$ cat src/rtl/ace_pkg.sv
// Shared types and ACE encodings for the line engine.
// Optional ACE_ACK_EN adds the RACK/WACK acknowledge state.
package ace_pkg;

  typedef enum logic [1:0] {
    OP_RS = 2'b00,
    OP_RU = 2'b01,
    OP_MU = 2'b10,
    OP_WC = 2'b11
  } op_e;

  localparam logic [3:0] SNP_RS = 4'b0001;
  localparam logic [3:0] SNP_RU = 4'b0111;
  localparam logic [3:0] SNP_MU = 4'b1100;
  localparam logic [2:0] SNP_WC = 3'b010;

  localparam logic [1:0] BURST_INCR   = 2'b01;
  localparam logic [1:0] DOMAIN_INNER = 2'b01;

  typedef logic [2:0] state_t;

  localparam state_t S_IDLE = 3'd0;
  localparam state_t S_AR   = 3'd1;
  localparam state_t S_R    = 3'd2;
  localparam state_t S_AW   = 3'd3;
  localparam state_t S_W    = 3'd4;
  localparam state_t S_B    = 3'd5;
  localparam state_t S_ACK  = 3'd6;
  localparam state_t S_DONE = 3'd7;

endpackage

$ cat src/rtl/ace_beat_counter.sv
// Burst beat counter: clears, increments, saturates at limit.
// Shared by the R and W phases of ace_line_engine.
module ace_beat_counter #(
  parameter int N  = 4,
  parameter int CW = (N > 1) ? $clog2(N) : 1
) (
  input  logic          clk,
  input  logic          rst_n,
  input  logic          clear,
  input  logic          inc,
  input  logic [CW-1:0] limit,
  output logic [CW-1:0] count,
  output logic          last
);

  assign last = (count == limit);

  always_ff @(posedge clk or negedge rst_n) begin
    if (!rst_n) begin
      count <= '0;
    end else if (clear) begin
      count <= '0;
    end else if (inc && !last) begin
      count <= count + 1'b1;
    end
  end

endmodule

$ cat src/rtl/ace_line_engine.sv
// ACE master that moves one cache line per request.
// Define ACE_ACK_EN to add the RACK/WACK acknowledge state.
module ace_line_engine
  import ace_pkg::*;
#(
  parameter int WIDTH_A    = 32,
  parameter int WIDTH_D    = 32,
  parameter int LINE_WORDS = 4
) (
  input  logic                          clk,
  input  logic                          rst_n,
  input  logic                          req_valid,
  output logic                          req_ready,
  input  logic [1:0]                    req_op,
  input  logic [WIDTH_A-1:0]            req_addr,
  input  logic [LINE_WORDS*WIDTH_D-1:0] req_line,
  output logic                          done,
  output logic                          resp_err,
  output logic [LINE_WORDS*WIDTH_D-1:0] fill_line,
  output logic                          AR_VALID,
  input  logic                          AR_READY,
  output logic [WIDTH_A-1:0]            AR_ADDR,
  output logic [7:0]                    AR_LEN,
  output logic [1:0]                    AR_BURST,
  output logic [3:0]                    AR_SNOOP,
  output logic [1:0]                    AR_DOMAIN,
  input  logic                          R_VALID,
  output logic                          R_READY,
  input  logic [WIDTH_D-1:0]            RDATA,
  input  logic                          R_LAST,
  input  logic [3:0]                    RRESP,
  output logic                          AW_VALID,
  input  logic                          AW_READY,
  output logic [WIDTH_A-1:0]            AW_ADDR,
  output logic [7:0]                    AW_LEN,
  output logic [1:0]                    AW_BURST,
  output logic [2:0]                    AW_SNOOP,
  output logic [1:0]                    AW_DOMAIN,
  output logic                          W_VALID,
  input  logic                          W_READY,
  output logic [WIDTH_D-1:0]            W_DATA,
  output logic                          W_LAST,
  input  logic                          B_VALID,
  output logic                          B_READY,
  input  logic [1:0]                    BRESP,
  output logic                          RACK,
  output logic                          WACK
);

  localparam int CW  = (LINE_WORDS > 1) ? $clog2(LINE_WORDS) : 1;
  localparam int OFF = $clog2(LINE_WORDS * WIDTH_D / 8);
  localparam logic [WIDTH_A-1:0] AMASK = {WIDTH_A{1'b1}} << OFF;
  localparam logic [CW-1:0] LAST_W = CW'(LINE_WORDS - 1);

`ifdef ACE_ACK_EN
  localparam state_t S_RESP = S_ACK;
`else
  localparam state_t S_RESP = S_DONE;
`endif

  state_t state, nxt;
  op_e    op_q;
  logic [WIDTH_A-1:0] addr_q;
  logic [LINE_WORDS-1:0][WIDTH_D-1:0] line_q, fill_q;
  logic err_q, over_q;
  logic acc, r_hs, w_hs;
  logic [CW-1:0] cnt, lim;
  logic cnt_last, cnt_clr, cnt_inc;
  logic unused_rresp;

  assign acc  = (state == S_IDLE) && req_valid;
  assign r_hs = (state == S_R) && R_VALID;
  assign w_hs = (state == S_W) && W_READY;

  assign lim     = (op_q == OP_MU) ? '0 : LAST_W;
  assign cnt_clr = !((state == S_R) || (state == S_W));
  assign cnt_inc = r_hs || w_hs;

  ace_beat_counter #(.N(LINE_WORDS), .CW(CW)) u_cnt (
    .clk   (clk),
    .rst_n (rst_n),
    .clear (cnt_clr),
    .inc   (cnt_inc),
    .limit (lim),
    .count (cnt),
    .last  (cnt_last)
  );

  always_comb begin
    nxt = state;
    case (state)
      S_IDLE:
        if (req_valid)
          nxt = (op_e'(req_op) == OP_WC) ? S_AW : S_AR;
      S_AR:   if (AR_READY) nxt = S_R;
      S_R:    if (R_VALID && R_LAST) nxt = S_RESP;
      S_AW:   if (AW_READY) nxt = S_W;
      S_W:    if (W_READY && cnt_last) nxt = S_B;
      S_B:    if (B_VALID) nxt = S_RESP;
`ifdef ACE_ACK_EN
      S_ACK:  nxt = S_DONE;
`endif
      S_DONE: nxt = S_IDLE;
      default: nxt = S_IDLE;
    endcase
  end

  always_ff @(posedge clk or negedge rst_n) begin
    if (!rst_n) begin
      state  <= S_IDLE;
      op_q   <= OP_RS;
      addr_q <= '0;
      line_q <= '0;
      fill_q <= '0;
      err_q  <= 1'b0;
      over_q <= 1'b0;
    end else begin
      state <= nxt;
      if (acc) begin
        op_q   <= op_e'(req_op);
        addr_q <= req_addr & AMASK;
        line_q <= req_line;
        err_q  <= 1'b0;
        over_q <= 1'b0;
      end
      // Beats past AR_LEN are drained but never land in fill_line
      if (r_hs) begin
        if (RRESP[1:0] != 2'b00 || R_LAST != cnt_last)
          err_q <= 1'b1;
        if (cnt_last && !R_LAST)
          over_q <= 1'b1;
        if (op_q != OP_MU && !over_q)
          fill_q[cnt] <= RDATA;
      end
      if (state == S_B && B_VALID)
        err_q <= |BRESP;
    end
  end

  always_comb begin
    AR_SNOOP = SNP_RS;
    unique case (1'b1)
      (op_q == OP_RU): AR_SNOOP = SNP_RU;
      (op_q == OP_MU): AR_SNOOP = SNP_MU;
      default: ;
    endcase
  end

  assign req_ready = rst_n && (state == S_IDLE);
  assign AR_VALID  = (state == S_AR);
  assign AR_ADDR   = addr_q;
  assign AR_LEN    = (op_q == OP_MU) ? 8'd0 : 8'(LINE_WORDS - 1);
  assign AR_BURST  = BURST_INCR;
  assign AR_DOMAIN = DOMAIN_INNER;
  assign R_READY   = (state == S_R);
  assign AW_VALID  = (state == S_AW);
  assign AW_ADDR   = addr_q;
  assign AW_LEN    = 8'(LINE_WORDS - 1);
  assign AW_BURST  = BURST_INCR;
  assign AW_SNOOP  = SNP_WC;
  assign AW_DOMAIN = DOMAIN_INNER;
  assign W_VALID   = (state == S_W);
  assign W_DATA    = line_q[cnt];
  assign W_LAST    = (state == S_W) && cnt_last;
  assign B_READY   = (state == S_B);
  assign done      = (state == S_DONE);
  assign resp_err  = done && err_q;
  assign fill_line = fill_q;

`ifdef ACE_ACK_EN
  assign RACK = (state == S_ACK) && (op_q != OP_WC);
  assign WACK = (state == S_ACK) && (op_q == OP_WC);
`else
  assign RACK = 1'b0;
  assign WACK = 1'b0;
`endif

  assign unused_rresp = ^RRESP[3:2];

endmodule
$ cat config.mk
export PLATFORM = sky130hd
export DESIGN_NAME = ace_line_engine
export DESIGN_NICKNAME = d
export VERILOG_FILES = /design/src/rtl/ace_pkg.sv /design/src/rtl/ace_beat_counter.sv /design/src/rtl/ace_line_engine.sv
export SDC_FILE = /design/constraint.sdc
export NUM_CORES = 1
export LEC_CHECK = 0
export CAP_MARGIN = 10
export CORE_AREA = 2 2 186 188
export CTS_CLUSTER_DIAMETER = 60
export CTS_CLUSTER_SIZE = 25
export DETAILED_ROUTE_END_ITERATION = 8
export DIE_AREA = 0 0 188 190
export GPL_ROUTABILITY_DRIVEN = 0
export PLACE_DENSITY = 0.72
export SYNTH_ARGS = -nofsm -noshare
export SYNTH_HDL_FRONTEND = slang
export SYNTH_SLANG_ARGS = --single-unit
$ cat constraint.sdc
create_clock -name clk -period 1.8 [get_ports clk]
set_input_delay 0.18 -clock clk [delete_from_list [all_inputs] [get_ports clk]]
set_output_delay 0.18 -clock clk [all_outputs]
set_load 0.02 [all_outputs]
==> qor.txt <==
Vias: 9849
global-route wire length before repair: 57600 um
Post-synth top flop: dfrtp_1
biggest area consumer among synthesized cells: dfrtp_1
layer with the highest usage: met2
met3 GRT Util: 0.0605
GRT met1 Usage: 0.239
Static Leak: 0.00943 uW
Post-Syn Area: 12600 um^2
R2R setup slack: -0.36 ns
sum of buffers and inverters on the critical path: 7
Area contributors post-synth: dfrtp_1 (58%), nand2_1 (14%), mux2_2 (12%), mux4_2 (5.7%), buf_4 (3.8%)
WP data arrival: 2.56 ns
DRC errors left: 0
TritonCTS clock tree: built
Crit path top cell by count: buf_6
P&R area growth vs syn: 55.0%
Top-Level Pins: 475
Antenna Violating Nets Remaining: 0
WS Path Type: reg2reg
initial antenna violation count: 2
post-synthesis sequential area ratio: 0.582
worst setup margin: -0.356 ns
Core ar.: 33900 um^2
CP Capture Type: register
number of global-route vias before repair: 10222
worst hold path class: in2reg
Post-Synth Adder-Cell Area: 0.00794
start point of the critical path: op_q[0]$_DFFE_PN0P_
all-layer global routing usage: 0.207
Die Y: 190 um
row cnt: 68
cts bufs inserted: 23
area share of the largest cell type after synthesis: 0.582
Mapped Avg Cell Area: 11.2 um^2
share of cells above drive strength 1: 0.248
Sum Neg Setup Slack: -44.16 ns
Avg WL per Cell: 18.8 um
commonest non-fill, non-tap cell in the layout: nand2_1
failing checks: negative setup slack
worst slew pin tran: 0.852 ns
Distinct cells, synth: 38
Final Hold Violating Endpoints: 0
Synth Area in Compound Gates: 0.0129
hold path depth: 3
Die Width: 188 um
min-delay src: req_line[31]
EDFF count, synth: 0
clock skew: 0.0224 ns
largest net degree at the start of global routing: 151
# fillers: 2723
Worst path depth: 11
met2 Use GR: 0.373
pre-CTS setup slack: -0.199 ns
maximum VDD drop: 1250 uV
crit-path cells: inv_2 -> ha_4 -> buf_6 -> buf_6 -> nor4_4 -> buf_6 -> buf_6 -> nand2_4 -> buf_12 -> buf_16 -> mux2_2
CTS clk-pin slew, worst paths: 0.09 ns
largest family of logic cells by synthesized area: multiplexers
Setup-failing EPs final: 170
ys async rst share: 1.00
FF+latch count, synth: 293
Min Hold Slack: 0.169 ns
clock latency on the worst-skew pair: 0.53 ns
cell area power density: 1540 nW/um^2
period utilization: 1.20
R2R cell count: 11
Register Area: 7340 um^2
Initial Util: 0.371
die footprint: 35700 um^2
worst path required time: 2.20 ns
routed vias/inst: 4.73
Rel. slew slack: 0.432
Post-Synth XOR/XNOR Area: 0
post-route non-filler standard cell count: 2083
Final Max Slew Viols: 0
multi-input logic area: 4870 um^2
status: complete, but fails checks
Final Critical Period: 2.16 ns
clk root buf: clkbuf_16
Critical-path top delay cell: dfrtp_1
Mapped Cells: 1128
Crit path largest cell delay: 0.39 ns
initial DRC count: 400
crit path max fanout: 8
cell count after placement: 1972
DP HPWL: 25000 um
max_cap viols: 0
RSZ-0062 raised after global routing: yes
Max Root-Sink Buffers: 3
maximum clock rate: 0.464 GHz
commonest non-fill, non-tap cells in the layout: nand2_1 (474), clkdlybuf4s50_1 (380), dfrtp_1 (289), mux2_2 (121), buf_6 (67)
Worst R2R Start: op_q[0]$_DFFE_PN0P_
DR pass1 iterations: 4
Placed Area: 17400 um^2
delay-heaviest family, CP: buffers and inverters
Worst Setup Start Kind: register
multiplexer share of the synthesized area: 0.173
DRT Wirelength: 39100 um
port buffer count: 433
clock tree sinks: 293
Post-Synth Simple-Gate Area: 0.156
fin area: 19500 um^2
GRT Residual Overflow: 0
H-tree level count: 1
Nets: 1829
Synthesis Warnings: 0
-- per-stage QoR --
| stage | power (uW) | utilization |
|---|---|---|
| finish | 30200 | 0.575 |
| global route | 31800 | 0.575 |
| CTS | 29800 | 0.568 |
| detailed placement | 23000 | 0.511 |
| global placement | 22700 | 0.511 |
| floorplan | 17200 | - |
-- where the power goes --
group / internal, uW / total, uW / switching [uW]
registers: 8930 / 10400 / 1430
clock network: 2590 / 5170 / 2570
logic: 7510 / 14600 / 7110
total: 19000 / 30200 / 11100
-- state kept, by name, summed over array words and instances (netlist names) --
register / flops
fill_line: 128
line_q: 128
AR_ADDR: 28
state: 3
op_q: 2
u_cnt.count: 2
err_q: 1
over_q: 1
-- worst register-to-register path, delay by kind of cell (launching register included) --
family                   cells  cell delay (ns)
flip-flops                   1             0.39
buffers and inverters        7             0.87
AND/OR/NAND/NOR              2             0.32
adder cells (fa/ha/maj)      1             0.16
multiplexers                 1             0.29
-- path summary, 6_finish.rpt --
path                                        endpoint
setup / recovery           fill_line[37]$_DFFE_PN0P_
hold reg to reg              line_q[111]$_DFFE_PN0P_
min in group asynchronous  fill_line[60]$_DFFE_PN0P_
setup reg to reg           fill_line[37]$_DFFE_PN0P_
hold / removal                line_q[31]$_DFFE_PN0P_
max in group asynchronous    AR_ADDR[16]$_DFFE_PN0P_
-- layout make-up --
type / count / area share
multi-input combinational: 737 / 0.249
sequential: 293 / 0.376
tap: 455 / 0.0291
antenna: 2 / 0.000256
clock inverter: 14 / 0.00839
inverter: 10 / 0.00237
clock buffer: 25 / 0.0298
timing repair buffer: 547 / 0.305
-- cells in the mapped netlist (3+ instances only) --
library cell    n
mux2_2        129
ha_1            8
mux4_2         32
nand2b_1        3
o21ai_0         4
a31oi_1         3
a21oi_1         3
nor2_1          9
buf_4          64
buf_6          12
dfrtp_1       293
buf_2          18
and2_1          4
inv_1          10
nand2_1       480
clkbuf_1       28
-- metal layers --
metal / vias to the layer above / share of wire
li1: 4543 / -
met2: 407 / 0.51
met1: 4838 / 0.38
met5: - / 0
met4: 0 / 0.025
met3: 61 / 0.086
-- cells by family after synthesis --
group | Yosys count
flops | 293
compound gates | 23
other cells | 2
buf+inv | 133
fa+ha+maj | 8
mux | 162
simple gates | 507
-- what timing repair did --
action	CTS	global route
pin swaps	11	11
endpoints found under the hold margin	293	0
gates cloned	17	7
buffers inserted	39	17
endpoints found under the setup margin	188	267
gates resized for setup	350	57
hold buffers	1	0
Note: power is estimated with default switching activity, not from simulation.
